File: src/rtl/program_loader_pkg.sv
// program_loader_pkg: shared FSM encoding, error codes and word width for the program loader
package program_loader_pkg;
    localparam int WORD_W = 32;

    typedef enum logic [2:0] {
        S_IDLE,
        S_LEN_HI,
        S_LEN_LO,
        S_DATA,
        S_CSUM,
        S_DONE,
        S_ERROR
    } state_t;

    localparam logic [1:0] ERR_NONE    = 2'b00;
    localparam logic [1:0] ERR_LEN     = 2'b01;
    localparam logic [1:0] ERR_TIMEOUT = 2'b10;
    localparam logic [1:0] ERR_CSUM    = 2'b11;
endpackage

File: src/rtl/program_loader_word_assembler.sv
// loader_word_assembler: packs four stream bytes MSB-first into one instruction word
module loader_word_assembler
    import program_loader_pkg::*;
(
    input  logic              clk,
    input  logic              reset,
    input  logic              clr_i,
    input  logic              en_i,
    input  logic [7:0]        byte_i,
    output logic              word_ready_o,
    output logic [WORD_W-1:0] word_o
);
    logic [1:0]  cnt_q;
    logic [23:0] sh_q;

    // byte counter and shift register; cleared outside DATA so a partial word never leaks
    always_ff @(posedge clk or negedge reset) begin
        if (!reset) begin
            cnt_q <= 2'd0;
            sh_q  <= 24'd0;
        end else if (clr_i) begin
            cnt_q <= 2'd0;
        end else if (en_i) begin
            cnt_q <= cnt_q + 2'd1;
            sh_q  <= {sh_q[15:0], byte_i};
        end
    end

    // the fourth byte completes the word in the same cycle it is accepted
    always_comb begin
        word_ready_o = en_i && (cnt_q == 2'd3);
        word_o       = {sh_q, byte_i};
    end
endmodule

File: src/rtl/program_loader.sv
// program_loader: loads a length-prefixed byte image into program memory and releases the core
// Optional trailing XOR checksum byte when PROGRAM_LOADER_CHECKSUM_EN is defined.
module program_loader
    import program_loader_pkg::*;
#(
    parameter int MEMORY_DEPTH   = 32,
    parameter int TIMEOUT_CYCLES = 1024
) (
    input  logic              clk,
    input  logic              reset,
    input  logic              start_i,
    input  logic              byte_valid_i,
    input  logic [7:0]        byte_i,
    output logic              byte_ready_o,
    output logic              mem_we_o,
    output logic [WORD_W-1:0] mem_addr_o,
    output logic [WORD_W-1:0] mem_data_o,
    output logic              cpu_reset_n_o,
    output logic              done_o,
    output logic              error_o,
    output logic [1:0]        err_code_o
);
    localparam int          TW    = $clog2(TIMEOUT_CYCLES + 1);
    localparam logic [16:0] DEPTH = 17'(MEMORY_DEPTH);

    state_t      state_q, state_d;
    logic [15:0] len_q, len_d;
    logic [15:0] idx_q, idx_d;
    logic [TW-1:0] idle_q, idle_d;
    logic [1:0]  err_q, err_d;
    logic        we_q;
    logic [WORD_W-1:0] addr_q, data_q;
    logic        accept, restart, timeout, last, word_ready;
    logic [15:0] n;
    logic [WORD_W-1:0] word;
`ifdef PROGRAM_LOADER_CHECKSUM_EN
    logic [7:0]  csum_q, csum_d;
    localparam state_t S_AFTER = S_CSUM;
`else
    localparam state_t S_AFTER = S_DONE;
`endif

    assign accept  = byte_ready_o && byte_valid_i;
    assign restart = start_i && (state_q inside {S_IDLE, S_DONE, S_ERROR});
    assign n       = {len_q[15:8], byte_i};
    assign timeout = byte_ready_o && !accept && (idle_q == TW'(TIMEOUT_CYCLES - 1));
    assign last    = (idx_q == len_q - 16'd1);

    loader_word_assembler u_asm (
        .clk          (clk),
        .reset        (reset),
        .clr_i        (state_q != S_DATA),
        .en_i         (accept && state_q == S_DATA),
        .byte_i       (byte_i),
        .word_ready_o (word_ready),
        .word_o       (word)
    );

    // state register
    always_ff @(posedge clk or negedge reset) begin
        if (!reset) state_q <= S_IDLE;
        else        state_q <= state_d;
    end

    // next-state: restart wins, then timeout, then byte-driven progress
    always_comb begin
        state_d = state_q;
        if (restart) state_d = S_LEN_HI;
        else if (timeout) state_d = S_ERROR;
        else if (accept) begin
            case (state_q)
                S_LEN_HI: state_d = S_LEN_LO;
                S_LEN_LO: state_d = (n == 16'd0) ? S_DONE : ({1'b0, n} > DEPTH) ? S_ERROR : S_DATA;
                S_DATA:   state_d = (word_ready && last) ? S_AFTER : S_DATA;
`ifdef PROGRAM_LOADER_CHECKSUM_EN
                S_CSUM:   state_d = (byte_i == csum_q) ? S_DONE : S_ERROR;
`endif
                default:  state_d = state_q;
            endcase
        end
    end

    // outputs decoded from registered state only
    always_comb begin
        byte_ready_o  = state_q inside {S_LEN_HI, S_LEN_LO, S_DATA, S_CSUM};
        done_o        = (state_q == S_DONE);
        cpu_reset_n_o = (state_q == S_DONE);
        error_o       = (state_q == S_ERROR);
    end

    // datapath next values: length capture, word index, idle counter, error code
    always_comb begin
        len_d  = len_q;
        idx_d  = idx_q;
        err_d  = err_q;
        idle_d = (byte_ready_o && !accept) ? TW'(idle_q + 1'b1) : '0;
`ifdef PROGRAM_LOADER_CHECKSUM_EN
        csum_d = csum_q;
`endif
        if (restart) begin
            len_d = 16'd0;
            idx_d = 16'd0;
            err_d = ERR_NONE;
`ifdef PROGRAM_LOADER_CHECKSUM_EN
            csum_d = 8'd0;
`endif
        end else begin
            if (accept && state_q == S_LEN_HI) len_d = {byte_i, 8'h00};
            if (accept && state_q == S_LEN_LO) len_d = n;
            if (word_ready) idx_d = idx_q + 16'd1;
            if (timeout) err_d = ERR_TIMEOUT;
            else if (accept && state_q == S_LEN_LO && {1'b0, n} > DEPTH) err_d = ERR_LEN;
`ifdef PROGRAM_LOADER_CHECKSUM_EN
            if (accept && state_q != S_CSUM) csum_d = csum_q ^ byte_i;
            if (accept && state_q == S_CSUM && byte_i != csum_q) err_d = ERR_CSUM;
`endif
        end
    end

    // datapath registers plus the one-cycle write strobe with its address and data
    always_ff @(posedge clk or negedge reset) begin
        if (!reset) begin
            len_q  <= 16'd0;
            idx_q  <= 16'd0;
            idle_q <= '0;
            err_q  <= ERR_NONE;
            we_q   <= 1'b0;
            addr_q <= '0;
            data_q <= '0;
`ifdef PROGRAM_LOADER_CHECKSUM_EN
            csum_q <= 8'd0;
`endif
        end else begin
            len_q  <= len_d;
            idx_q  <= idx_d;
            idle_q <= idle_d;
            err_q  <= err_d;
            we_q   <= word_ready;
            if (word_ready) begin
                addr_q <= {14'd0, idx_q, 2'b00};
                data_q <= word;
            end
`ifdef PROGRAM_LOADER_CHECKSUM_EN
            csum_q <= csum_d;
`endif
        end
    end

    assign mem_we_o   = we_q;
    assign mem_addr_o = addr_q;
    assign mem_data_o = data_q;
    assign err_code_o = err_q;
endmodule
File: config.mk
export PLATFORM = sky130hd
export DESIGN_NAME = program_loader
export DESIGN_NICKNAME = d
export VERILOG_FILES = /design/src/rtl/program_loader_pkg.sv /design/src/rtl/program_loader_word_assembler.sv /design/src/rtl/program_loader.sv
export SDC_FILE = /design/constraint.sdc
export NUM_CORES = 1
export LEC_CHECK = 0
export CORE_AREA = 2 2 112 114
export DETAILED_ROUTE_END_ITERATION = 8
export DIE_AREA = 0 0 114 116
export GPL_TIMING_DRIVEN = 0
export PLACE_DENSITY = 0.77
export SYNTH_ARGS = -nofsm -noshare
export SYNTH_HDL_FRONTEND = slang
export SYNTH_SLANG_ARGS = --single-unit
File: constraint.sdc
create_clock -name clk -period 4.9 [get_ports clk]
set_clock_uncertainty 0.15 [all_clocks]
set_input_delay 0.49 -clock clk [delete_from_list [all_inputs] [get_ports clk]]
set_output_delay 0.49 -clock clk [all_outputs]
set_load 0.02 [all_outputs]
# Yosys cells after proc, flatten, opt, wreduce, memory -nomap -nowiden
# Cells that the tools add are included.
# totals
input_bits,12
out_inout_bits,71
register_bits,123
word_cells,71
# classes
add_sub_neg,4
n_reduce_logical,25
mux,18
magnitude_cmp,1
eq_ne,11
bitwise,1
# op_table
operator,count
$mux 16,5
$mux 3,6
$add 16x1->16 const B,1
$eq 16x16->1,1
$gt 16x6->1 const B,1
$logic_not 16->1,1
$sub 16x1->16 const B,1
$reduce_bool 3->1,4
$add 11x1->11 const B,1
$eq 11x10->1 const B,1
$mux 11,1
$logic_and 1x1->1,10
$mux 2,5
$eq 3x3->1 const B,3
$pmux 3 s3,1
$eq 3x2->1 const B,2
$reduce_and 2->1,3
$reduce_bool 2->1,3
$reduce_bool 5->1,1
$reduce_bool 4->1,1
$eq 3x1->1 const B,1
$logic_not 3->1,1
$ne 3x2->1 const B,1
$add 2x1->2 const B,1
4 further kinds,4

# Longest topological paths before layout
# Gate-level depths: netlist of the first run.
# logic_depth
word_depth,11
ltp_mapped,9
depth_no_buf,8

# Hierarchy
# Synthesis of the first run repeated with hierarchy kept, for this count alone.
# unflattened
hier_cells,522
hier_area_um2,6017.0
# modules_own_cells
mod,instances,cells_per_inst,area_per_inst_um2,seq_area_each_um2
program_loader,1,454,4849.7,2427.3
loader_word_assembler,1,68,1167.4,650.6

# Worst setup path before layout of the first run
# No wires, ideal clock.
# synth_timing
kind,flip-flop to flip-flop
start,reg len_q[0]
end,reg state_q[1]
period_less_slack_ns,2.452
setup_time_ns,0.134
stages_incl_launch_ff,10
arrival_time_ns,2.168
required_time_ns,4.616
n_path_buf,1
path_slack_ns,2.448
path_cell_list,dfrtp_1 > inv_1 > ha_1 > or4b_4 > buf_6 > nor4_4 > xnor2_1 > a2111oi_4 > nand2_1 > a2bb2oi_1
# synth_between
elab_chain_len,8
# synth_rtl
item,line,text
start: declaration,program_loader.sv:27,"logic [15:0] len_q, len_d;"
start signal: assignment,program_loader.sv:134,len_q <= len_d;
$sub 16x1->16,program_loader.sv:47,assign last = (idx_q == len_q - 16'd1);
$eq 16x16->1,program_loader.sv:47,
$logic_and 1x1->1,program_loader.sv:74,S_DATA: state_d = (word_ready && last) ? S_AFTER : S_DATA;
$mux 3,program_loader.sv:74,
$pmux 3 s3,program_loader.sv:71,case (state_q)
$mux 3,program_loader.sv:70,else if (accept) begin
$mux 3,program_loader.sv:69,else if (timeout) state_d = S_ERROR;
$mux 3,program_loader.sv:68,if (restart) state_d = S_LEN_HI;
end signal: assignment,program_loader.sv:62,else state_q <= state_d;
end: declaration,program_loader.sv:26,"state_t state_q, state_d;"
# No other way between the ends. The select of a mux whose other input is x is not followed.
# A chain may end at the register's enable or synchronous reset.

# Worst setup path after layout of the first run
# Same ends and word-level chain as after synthesis.

==> run metrics, run 1 <==
All-Layer GR Usage=0.2240; filler cell count in the final layout=1,024; final non-filler cell total=929; Clock Power Share=0.340; required time of the critical path=5.03 ns; Starting Density=0.4916; sw frac=0.3459; initial antenna violation count=0; worst path arrival time=2.92 ns; post-DR wirelength/cell=14.93 µm; Pint=2.419 mW; Synth warnings=0; GPL Wtd Cong=0.8504; Vert. Die Dim=116 µm; slowest stage delay, CP=0.49 ns; CTS tree=built; Synth Register Bits=123; Final Cycle Share=0.5692; utilization after layout=0.6195; design area=7380 µm²; Hold Fails Final Rpt=0; Setup crit start=len_q[0]$_DFFE_PN0P_; R2R cell count=9; critical path type=flip-flop to flip-flop; nets=785; Post-CTS Resized=0; Mean Syn Cell Area=8.753 µm²; min cycle time layout=2.789 ns; HPWL after detailed placement=9902 µm; Yosys top cell area share=0.5256; GR peak layer=met2; clock slew at reported path FFs=0.06 ns; pin count of the biggest net entering global routing=81; FP Rows=40; Post-DP Area=6765 µm²; core area=11,910 µm²; top_reg_cell synth=dfrtp_1; RSZ-0062 raised after global routing=no; Netlist cell types=54; first-pass GRT wire length=23,180 µm; Pleak=3.577 nW; worst r2r dst=state_q[1]$_DFFE_PN0P_; sequential share of the synthesized area=0.5256; Pwr Density=501.3 nW/µm²; worst-skew pair later-pin latency=0.41 ns; f_max=0.3585 GHz; final setup vio count=0; Peak VDD IR=0.3067 mV; Worst slew margin=0.6287; Logic pwr share=0.292; Crit-path slowest cell=or4b_4; First-pass DRT Iterations=5; Vias=4,852; Worst Setup End Kind=flip-flop; status=finished clean; share of cells above drive strength 1=0.08440; Syn Std Cell Area=5856 µm²; number of flops mapped to enable cells by yosys=0; M1 GR Usage=0.3002; Synth async-reset ratio=1.000; met2 Use GR=0.3675; CP startpoint kind=flip-flop; most frequent cells in the layout=262 x nand2_1, 123 x dfrtp_1, 63 x clkdlybuf4s50_1, 38 x nor2_1, 31 x clkbuf_1; TritonCTS buffer count=17; Residual DRC=0; P&R area growth vs syn=26.03%; antenna fix cells=0; vias per cell=5.223; root buf cell=clkbuf_16; sequential share of power=0.367; r2r setup slk=2.11 ns; routed wire length=13,870 µm; GR Overflow Total=0; boundary pin count=83; CTS sink count=123; Slew @ Worst Pin=0.5518 ns; H-tree levels=4; Total Die Area=13,220 µm²; die width=114 µm; top cells by area, synth=dfrtp_1 53%, nand2_1 17%, xnor2_1 3.3%; Tot Pwr=3.699 mW; Cells after Synth=669; Max Slew Vio Count=0; Critical Path Sink=state_q[1]$_DFFE_PN0P_; sw power=1.280 mW; dpl cells=896; multi-input logic area=2500 µm²; vias in the first global route=4,799; PortBufs=64; maxcap violations=0; clk buf depth=2; FF-to-FF Start=len_q[0]$_DFFE_PN0P_; commonest non-fill, non-tap cell in the layout=nand2_1; Iteration-0 DRC Markers=322; cell taking the most area after synthesis=dfrtp_1; GR Util met3=0.04812; post-route ant nets=0; Hold WC Path Type=flip-flop to flip-flop; Seq. cell area=3078 µm²; worst path cell trace=inv_1 -> ha_1 -> or4b_4 -> buf_6 -> nor4_4 -> xnor2_1 -> a2111oi_4 -> nand2_1 -> a2bb2oi_1; crit path max fanout=7
[worst min-delay path by stage]
stage	from	to	slack [ns]	depth (start not counted)
2_1_floorplan	reset	err_code_o[0]$_DFFE_PN0P_	0.04	0
6_report	u_asm.sh_q[22]$_DFFE_PN0P_	mem_data_o[30]$_DFFE_PN0P_	0.32	2
5_1_grt	u_asm.sh_q[20]$_DFFE_PN0P_	mem_data_o[28]$_DFFE_PN0P_	0.35	2
3_5_place_dp	reset	idle_q[5]$_DFF_PN0_	0.28	1
4_1_cts	u_asm.sh_q[22]$_DFFE_PN0P_	mem_data_o[30]$_DFFE_PN0P_	0.32	2
3_3_place_gp	u_asm.sh_q[20]$_DFFE_PN0P_	mem_data_o[28]$_DFFE_PN0P_	0.31	2
[cell usage after synthesis, types with 3 or more instances]
cell type and n:
ha_1 4, o21a_1 3, buf_4 17, o31ai_1 8
nor2_1 38, dfrtp_1 123, a211oi_1 3, buf_2 4
or4_1 4, nor4_1 7, xnor2_1 22, and2_1 5
nand3_1 12, nand4_1 12, o21ai_0 19, a21oi_1 6
or3_1 8, nor3_1 14, nand2_1 262, clkbuf_1 31
inv_1 7, xor2_1 21
[state kept, by name (all words and copies together) (netlist names), 3 cells and up]
| name | flops |
|---|---|
| u_asm.sh_q | 24 |
| state_q | 3 |
| mem_data_o | 32 |
| mem_addr_o | 16 |
| len_q | 16 |
| idle_q | 11 |
| idx_q | 16 |
[cell families after synthesis]
| kind of cell | share of synthesized area |
|---|---|
| multiplexers | 0.003419 |
| other | 0.0006404 |
| AO/OA/AOI/OAI | 0.05898 |
| AND/OR/NAND/NOR | 0.2814 |
| adder cells (fa/ha/maj) | 0.008547 |
| flip-flops | 0.5256 |
| buffers and inverters | 0.05705 |
| XOR/XNOR | 0.06432 |
[layout make-up]
class,instances,share of cell area
Sequential cell,123,0.4171
Tap cell,147,0.02492
Clock buffer,20,0.06324
Multi-Input combinational cell,496,0.3388
Timing Repair Buffer,66,0.09207
Inverter,8,0.004069
Clock inverter,12,0.01865
Buffer,57,0.04120
[repair_timing]
item                                   CTS  global route
endpoints found under the hold margin   43             0
setup buffers                            0             0
hold buffers                             1             0
[worst max-delay path, delay by kind of cell (launching register included)]
kind,cells,cell delay (ns)
and+or+nand+nor,3,0.80
AOI/OAI and AO/OA,2,0.58
DFF,1,0.42
adders and majority gates,1,0.27
xor gates and xnor gates,1,0.16
buffers and inverters,2,0.27
[power groups by stage]
stage          clock [mW]  combinational [mW]  sequential, mW
4_1_cts              1.28                1.08            1.35
3_3_place_gp            0                1.02            1.36
5_1_grt              1.32                1.20            1.38
2_1_floorplan           0               0.791            1.34
3_5_place_dp            0                1.06            1.37
6_report             1.26                1.08            1.36
[through the flow]
| step | setup WS (ns) | setup TNS [ns] | hold WS (ns) |
|---|---|---|---|
| 6_report | 2.111 | 0 | 0.3163 |
| 5_1_grt | 1.904 | 0 | 0.3464 |
| 4_1_cts | 2.118 | 0 | 0.3180 |
| 3_5_place_dp | 2.149 | 0 | 0.2836 |
| 3_3_place_gp | -1.288 | -157.22 | 0.3052 |
| 2_1_floorplan | 2.448 | 0 | 0.04441 |
[metal layers]
metal | vias up | part of all wire
li1 | 2343 | -
met1 | 2344 | 0.45
met2 | 151 | 0.49
met3 | 14 | 0.056
met4 | 0 | 0.010
met5 | - | 0
Power figures use the tool's default switching activity.
==> inputs of run 2 (changes only) <==
--- a/config.mk
+++ b/config.mk
@@ -5,11 +5,11 @@
 export SDC_FILE = /design/constraint.sdc
 export NUM_CORES = 1
 export LEC_CHECK = 0
-export CORE_AREA = 2 2 112 114
+export CORE_AREA = 2 2 113 115
 export DETAILED_ROUTE_END_ITERATION = 8
-export DIE_AREA = 0 0 114 116
+export DIE_AREA = 0 0 115 117
 export GPL_TIMING_DRIVEN = 0
-export PLACE_DENSITY = 0.77
+export PLACE_DENSITY = 0.78
 export SYNTH_ARGS = -nofsm -noshare
 export SYNTH_HDL_FRONTEND = slang
 export SYNTH_SLANG_ARGS = --single-unit
==> constraint.sdc (replaced) <==
create_clock -name clk -period 2.3 [get_ports clk]
set_clock_uncertainty 0.15 [all_clocks]
set_input_delay 0.23 -clock clk [delete_from_list [all_inputs] [get_ports clk]]
set_output_delay 0.23 -clock clk [all_outputs]
set_load 0.02 [all_outputs]
==> run metrics, run 2 (same netlist as run 1, synthesis figures left out) <==
status=finished with violations; failing checks=negative setup slack; crit path max fanout=6 (-1); first-pass GRT wire length=22,600 µm (-2.5%); Pwr Density=1041 nW/µm² (+110%); Tot Pwr=7.734 mW (+110%); antenna fix cells=0 (unchanged); pin count of the biggest net entering global routing=92 (+14%); share of cells above drive strength 1=0.1149 (+0.03054); Slew @ Worst Pin=0.5591 ns (+0.007256 ns); First-pass DRT Iterations=4 (-1); CP startpoint kind=flip-flop; Pleak=3.618 nW (+1.1%); core area=12,310 µm² (+3.4%); Hold Fails Final Rpt=0 (unchanged); routed wire length=13,920 µm (+0.41%); worst path cell trace=buf_4 -> or4_4 -> nor4_2 -> o21ai_1 -> a2111oi_4 -> nand2_1 -> a2bb2oi_1; required time of the critical path=2.42 ns (-2.61 ns); post-DR wirelength/cell=14.92 µm (about the same); worst-skew pair later-pin latency=0.41 ns (about the same); design area=7432 µm² (+0.71%); slowest stage delay, CP=0.58 ns (+0.09 ns); critical path type=flip-flop to flip-flop; Residual DRC=0 (unchanged); CTS sink count=123 (unchanged); min cycle time layout=2.386 ns (-0.4033 ns); Post-DP Area=6794 µm² (+0.43%); PortBufs=64 (unchanged); utilization after layout=0.6037 (-0.01588); final setup vio count=2 (+2); Starting Density=0.4756 (-0.01599); Final WS setup=-0.08580 ns (-2.197 ns); Peak VDD IR=0.9023 mV (+190%); GPL Wtd Cong=0.8809 (+3.6%); HPWL after detailed placement=9738 µm (-1.7%); most frequent cells in the layout=262 x nand2_1, 123 x dfrtp_1, 61 x clkdlybuf4s50_1, 37 x nor2_1, 25 x buf_4; Vert. Die Dim=117 µm (+0.86%); clock slew at reported path FFs=0.05 ns (about the same); TritonCTS buffer count=17 (unchanged); Crit-path slowest cell=or4_4; vias in the first global route=4,644 (-3.2%); RSZ-0062 raised after global routing=yes; Vias=4,882 (+0.62%); worst path arrival time=2.51 ns (-0.41 ns); Total Die Area=13,460 µm² (+1.7%); post-route ant nets=0 (unchanged); FP Rows=41 (+2.5%); Worst Setup End Kind=flip-flop; commonest non-fill, non-tap cell in the layout=nand2_1; vias per cell=5.233 (+0.19%); Max Slew Vio Count=0 (unchanged); clk buf depth=2 (unchanged); Iteration-0 DRC Markers=311 (-3.4%); max FFs per register=32 (unchanged); CTS tree=built; Final Cycle Share=1.037 (+0.4681); P&R area growth vs syn=26.92%; final non-filler cell total=933 (+0.43%); dpl cells=899 (+0.33%); initial antenna violation count=0 (unchanged); H-tree levels=4 (unchanged); nets=787 (+0.25%); GR Overflow Total=0 (unchanged); die width=115 µm (+0.88%); maxcap violations=0 (unchanged); root buf cell=clkbuf_16; boundary pin count=83 (unchanged); f_max=0.4191 GHz (+17%); Hold WC Path Type=primary input to flip-flop; Worst slew margin=0.6239 (-0.004882); All-Layer GR Usage=0.2137 (-0.01031)
[run 2: cell types whose count changed in the layout (fill, tap and decap cells not counted), sizes merged]
cell           change
clkdlybuf4s50      -2
bufinv             -2
buf                +8
clkinv             -2
clkbuf             -4
clkinvlp           +2
inv                -1
dlymetal6s2s       +2
[run 2: cell type report]
type                    count  area [µm²]
plain buffers              51       279.0
clock buffers              22       474.2
clock inverters             9       66.31
fillers                  1044        4880
inverters                   8       30.03
multi-input cells         496        2572
flip-flops and latches    123        3078
well taps                 150       187.7
repair buffers             74       744.5
[run 2: final timing paths]
path,startpoint,end,slack (ns),cells after the start
max in group asynchronous,reset,idx_q[11]$_DFFE_PN0P_,1.12,3
min in group asynchronous,reset,idle_q[9]$_DFF_PN0_,0.12,2
max reg2reg,len_q[1]$_DFFE_PN0P_,state_q[1]$_DFFE_PN0P_,-0.09,7
max,len_q[1]$_DFFE_PN0P_,state_q[1]$_DFFE_PN0P_,-0.09,7
min,byte_valid_i,u_asm.cnt_q[0]$_DFFE_PN0P_,0.08,3
min reg2reg,u_asm.sh_q[21]$_DFFE_PN0P_,mem_data_o[29]$_DFFE_PN0P_,0.32,2
[run 2: critical path, delay by kind of cell, from the launching register on]
family                 cells  cell delay [ns]
AO/OA/AOI/OAI              3             0.63
buffers and inverters      1             0.15
flip-flops                 1             0.40
AND/OR/NAND/NOR            3             0.91
[run 2: where the power goes]
group	internal [mW]	switching, mW
registers	2.55	0.396
logic	0.994	1.40
clock network	1.46	0.939
[run 2: layer usage]
layer  up-vias  wire length [µm]  GRT usage
met1      2349              6242     0.2923
met2       165              6694     0.3384
met4         0               238    0.07470
met3        27               748    0.04840
met5         -                 0          0
li1       2341                 -          -
[run 2: per-stage QoR]
step | hold slack [ns] | setup WS, ns | setup TNS, ns
5_1_grt | 0.1437 | -0.1740 | -0.2774
6_report | 0.08363 | -0.08580 | -0.09720
4_1_cts | 0.08459 | -0.1194 | -0.1627
2_1_floorplan | -0.2156 | -0.01950 | -0.01950
3_5_place_dp | -0.009949 | -0.3173 | -4.454
3_3_place_gp | 0.3020 | -3.618 | -446.61
[run 2: repair_timing]
action                     4_1_cts  5_1_grt
hold buffers                     1        0
hold endpoints to repair       123        0
pin swaps                        7        4
resized for setup                6       15
setup endpoints to repair       59       58
buffers inserted                 7        1
==> inputs of run 3 (changes only) <==
--- a/config.mk
+++ b/config.mk
@@ -8,6 +8,7 @@
 export CORE_AREA = 2 2 113 115
 export DETAILED_ROUTE_END_ITERATION = 8
 export DIE_AREA = 0 0 115 117
+export GPL_ROUTABILITY_DRIVEN = 0
 export GPL_TIMING_DRIVEN = 0
 export PLACE_DENSITY = 0.78
 export SYNTH_ARGS = -nofsm -noshare
==> run metrics, run 3 (same netlist as run 1, synthesis figures left out) <==
status=finished with violations; Setup TNS Final=-0.1648 ns (-0.06763 ns); Seq. cell area=3079 µm² (about the same); Hold WC Path Type=primary input to flip-flop; GR Overflow Total=0 (unchanged); TritonCTS buffer count=17 (unchanged); Peak VDD IR=0.7897 mV (-12%); All-Layer GR Usage=0.2278 (+0.01412); H-tree levels=4 (unchanged); routed wire length=14,570 µm (+4.7%); f_max=0.4186 GHz (-0.12%); Tot Pwr=8.226 mW (+6.4%); max FFs per register=32 (unchanged); final setup vio count=2 (unchanged); Slew @ Worst Pin=0.5884 ns (+0.02933 ns); DP Worst Slack=-0.3174 ns (-0.0001160 ns); Max Slew Vio Count=0 (unchanged); first-pass GRT wire length=23,980 µm (+6.1%); Post-DP Area=6794 µm² (unchanged); most frequent cells in the layout=262 x nand2_1, 122 x dfrtp_1, 61 x clkdlybuf4s50_1, 37 x nor2_1, 25 x buf_4; RSZ-0062 raised after global routing=yes; post-DR wirelength/cell=15.62 µm (+4.7%); commonest non-fill, non-tap cell in the layout=nand2_1; Pwr Density=1094 nW/µm² (+5.2%); maxcap violations=0 (unchanged); CP startpoint kind=flip-flop; nets=786 (-0.13%); vias per cell=5.295 (+1.2%); boundary pin count=83 (unchanged); Vias=4,940 (+1.2%); Starting Density=0.4756 (unchanged); clock slew at reported path FFs=0.05 ns (about the same); multi-input logic area=2580 µm² (+0.29%); Hold Fails Final Rpt=0 (unchanged); core area=12,310 µm² (unchanged); Worst Setup End Kind=flip-flop; design area=7517 µm² (+1.1%); post-route ant nets=0 (unchanged); min cycle time layout=2.389 ns (+0.002884 ns); Total Die Area=13,460 µm² (unchanged); CTS sink count=123 (unchanged); P&R area growth vs syn=28.38%; initial antenna violation count=0 (unchanged); filler cell count in the final layout=980 (-6.1%); die width=115 µm (unchanged); CTS tree=built; required time of the critical path=2.50 ns (+0.08 ns); Worst slew margin=0.6047 (-0.01914); PortBufs=64 (unchanged); failing checks=negative setup slack; pin count of the biggest net entering global routing=92 (unchanged); root buf cell=clkbuf_16; Final Cycle Share=1.039 (+0.001254); worst-skew pair later-pin latency=0.41 ns (about the same); share of cells above drive strength 1=0.1175 (+0.002554); vias in the first global route=4,908 (+5.7%); Pleak=3.662 nW (+1.2%); First-pass DRT Iterations=5 (+1); final non-filler cell total=933 (unchanged); dpl cells=899 (unchanged); Final WS setup=-0.08868 ns (-0.002884 ns); critical path type=flip-flop to flip-flop; clk buf depth=2 (unchanged); crit path max fanout=7 (+1); Residual DRC=0 (unchanged); Vert. Die Dim=117 µm (unchanged); FP Rows=41 (unchanged); worst path arrival time=2.59 ns (+0.08 ns); Iteration-0 DRC Markers=490 (+58%); HPWL after detailed placement=9839 µm (+1.0%); antenna fix cells=0 (unchanged)
run 3: path summary, 6_finish.rpt:
path	start	to	slack, ns	depth (start not counted)
max in group asynchronous	reset	idx_q[12]$_DFFE_PN0P_	1.13	3
min in group asynchronous	reset	idle_q[0]$_DFF_PN0_	0.11	2
setup reg to reg	len_q[0]$_DFFE_PN0P_	state_q[2]$_DFFE_PN0P_	-0.09	8
setup / recovery	len_q[0]$_DFFE_PN0P_	state_q[2]$_DFFE_PN0P_	-0.09	8
hold reg to reg	mem_addr_o[8]$_DFFE_PN0P_	mem_addr_o[8]$_DFFE_PN0P_	0.32	2
hold / removal	byte_valid_i	u_asm.cnt_q[0]$_DFFE_PN0P_	0.06	3
run 3: layer usage:
metal / share of wire / vias up / global-route usage
met3: 0.058 / 19 / 0.05046
met2: 0.50 / 193 / 0.3906
met5: 0 / - / 0
met4: 0.016 / 0 / 0.06827
li1: - / 2344 / -
met1: 0.42 / 2384 / 0.2917
run 3: where the power goes:
part | total (mW) | internal (mW) | switching (mW)
sequential | 2.96 | 2.55 | 0.411
clock | 2.81 | 1.82 | 0.986
combinational | 2.46 | 0.998 | 1.46
run 3: cell type report:
type / instances / area share
flip-flops and latches: 123 / 0.4096
multi-input cells: 496 / 0.3432
repair buffers: 74 / 0.09854
clock buffers: 19 / 0.05759
plain buffers: 50 / 0.03678
clock inverters: 13 / 0.02530
well taps: 150 / 0.02497
inverters: 8 / 0.003995
run 3: worst max-delay path, cell delays in order (launching register included):
cell and delay, ns:
dfrtp_2 0.42, inv_2 0.09, ha_4 0.13, or4b_4 0.52, o21a_1 0.21, or3_4 0.37
a211oi_2 0.23, nand4_1 0.12, nand2_1 0.08
run 3: what timing repair did:
action                                 in CTS  in global routing
setup endpoints to repair                  63                 53
gates resized for setup                     8                 15
hold buffers                                1                  0
setup buffers                               7                  1
endpoints found under the hold margin     123                  0
pin swaps                                   6                  7
run 3: metrics by stage:
step                hold WS [ns]    util
floorplan                -0.2156       -
global placement          0.3013  0.5495
detailed placement      -0.01449  0.5518
CTS                      0.06409  0.6065
global route             0.07886  0.6106
finish                   0.06289  0.6106
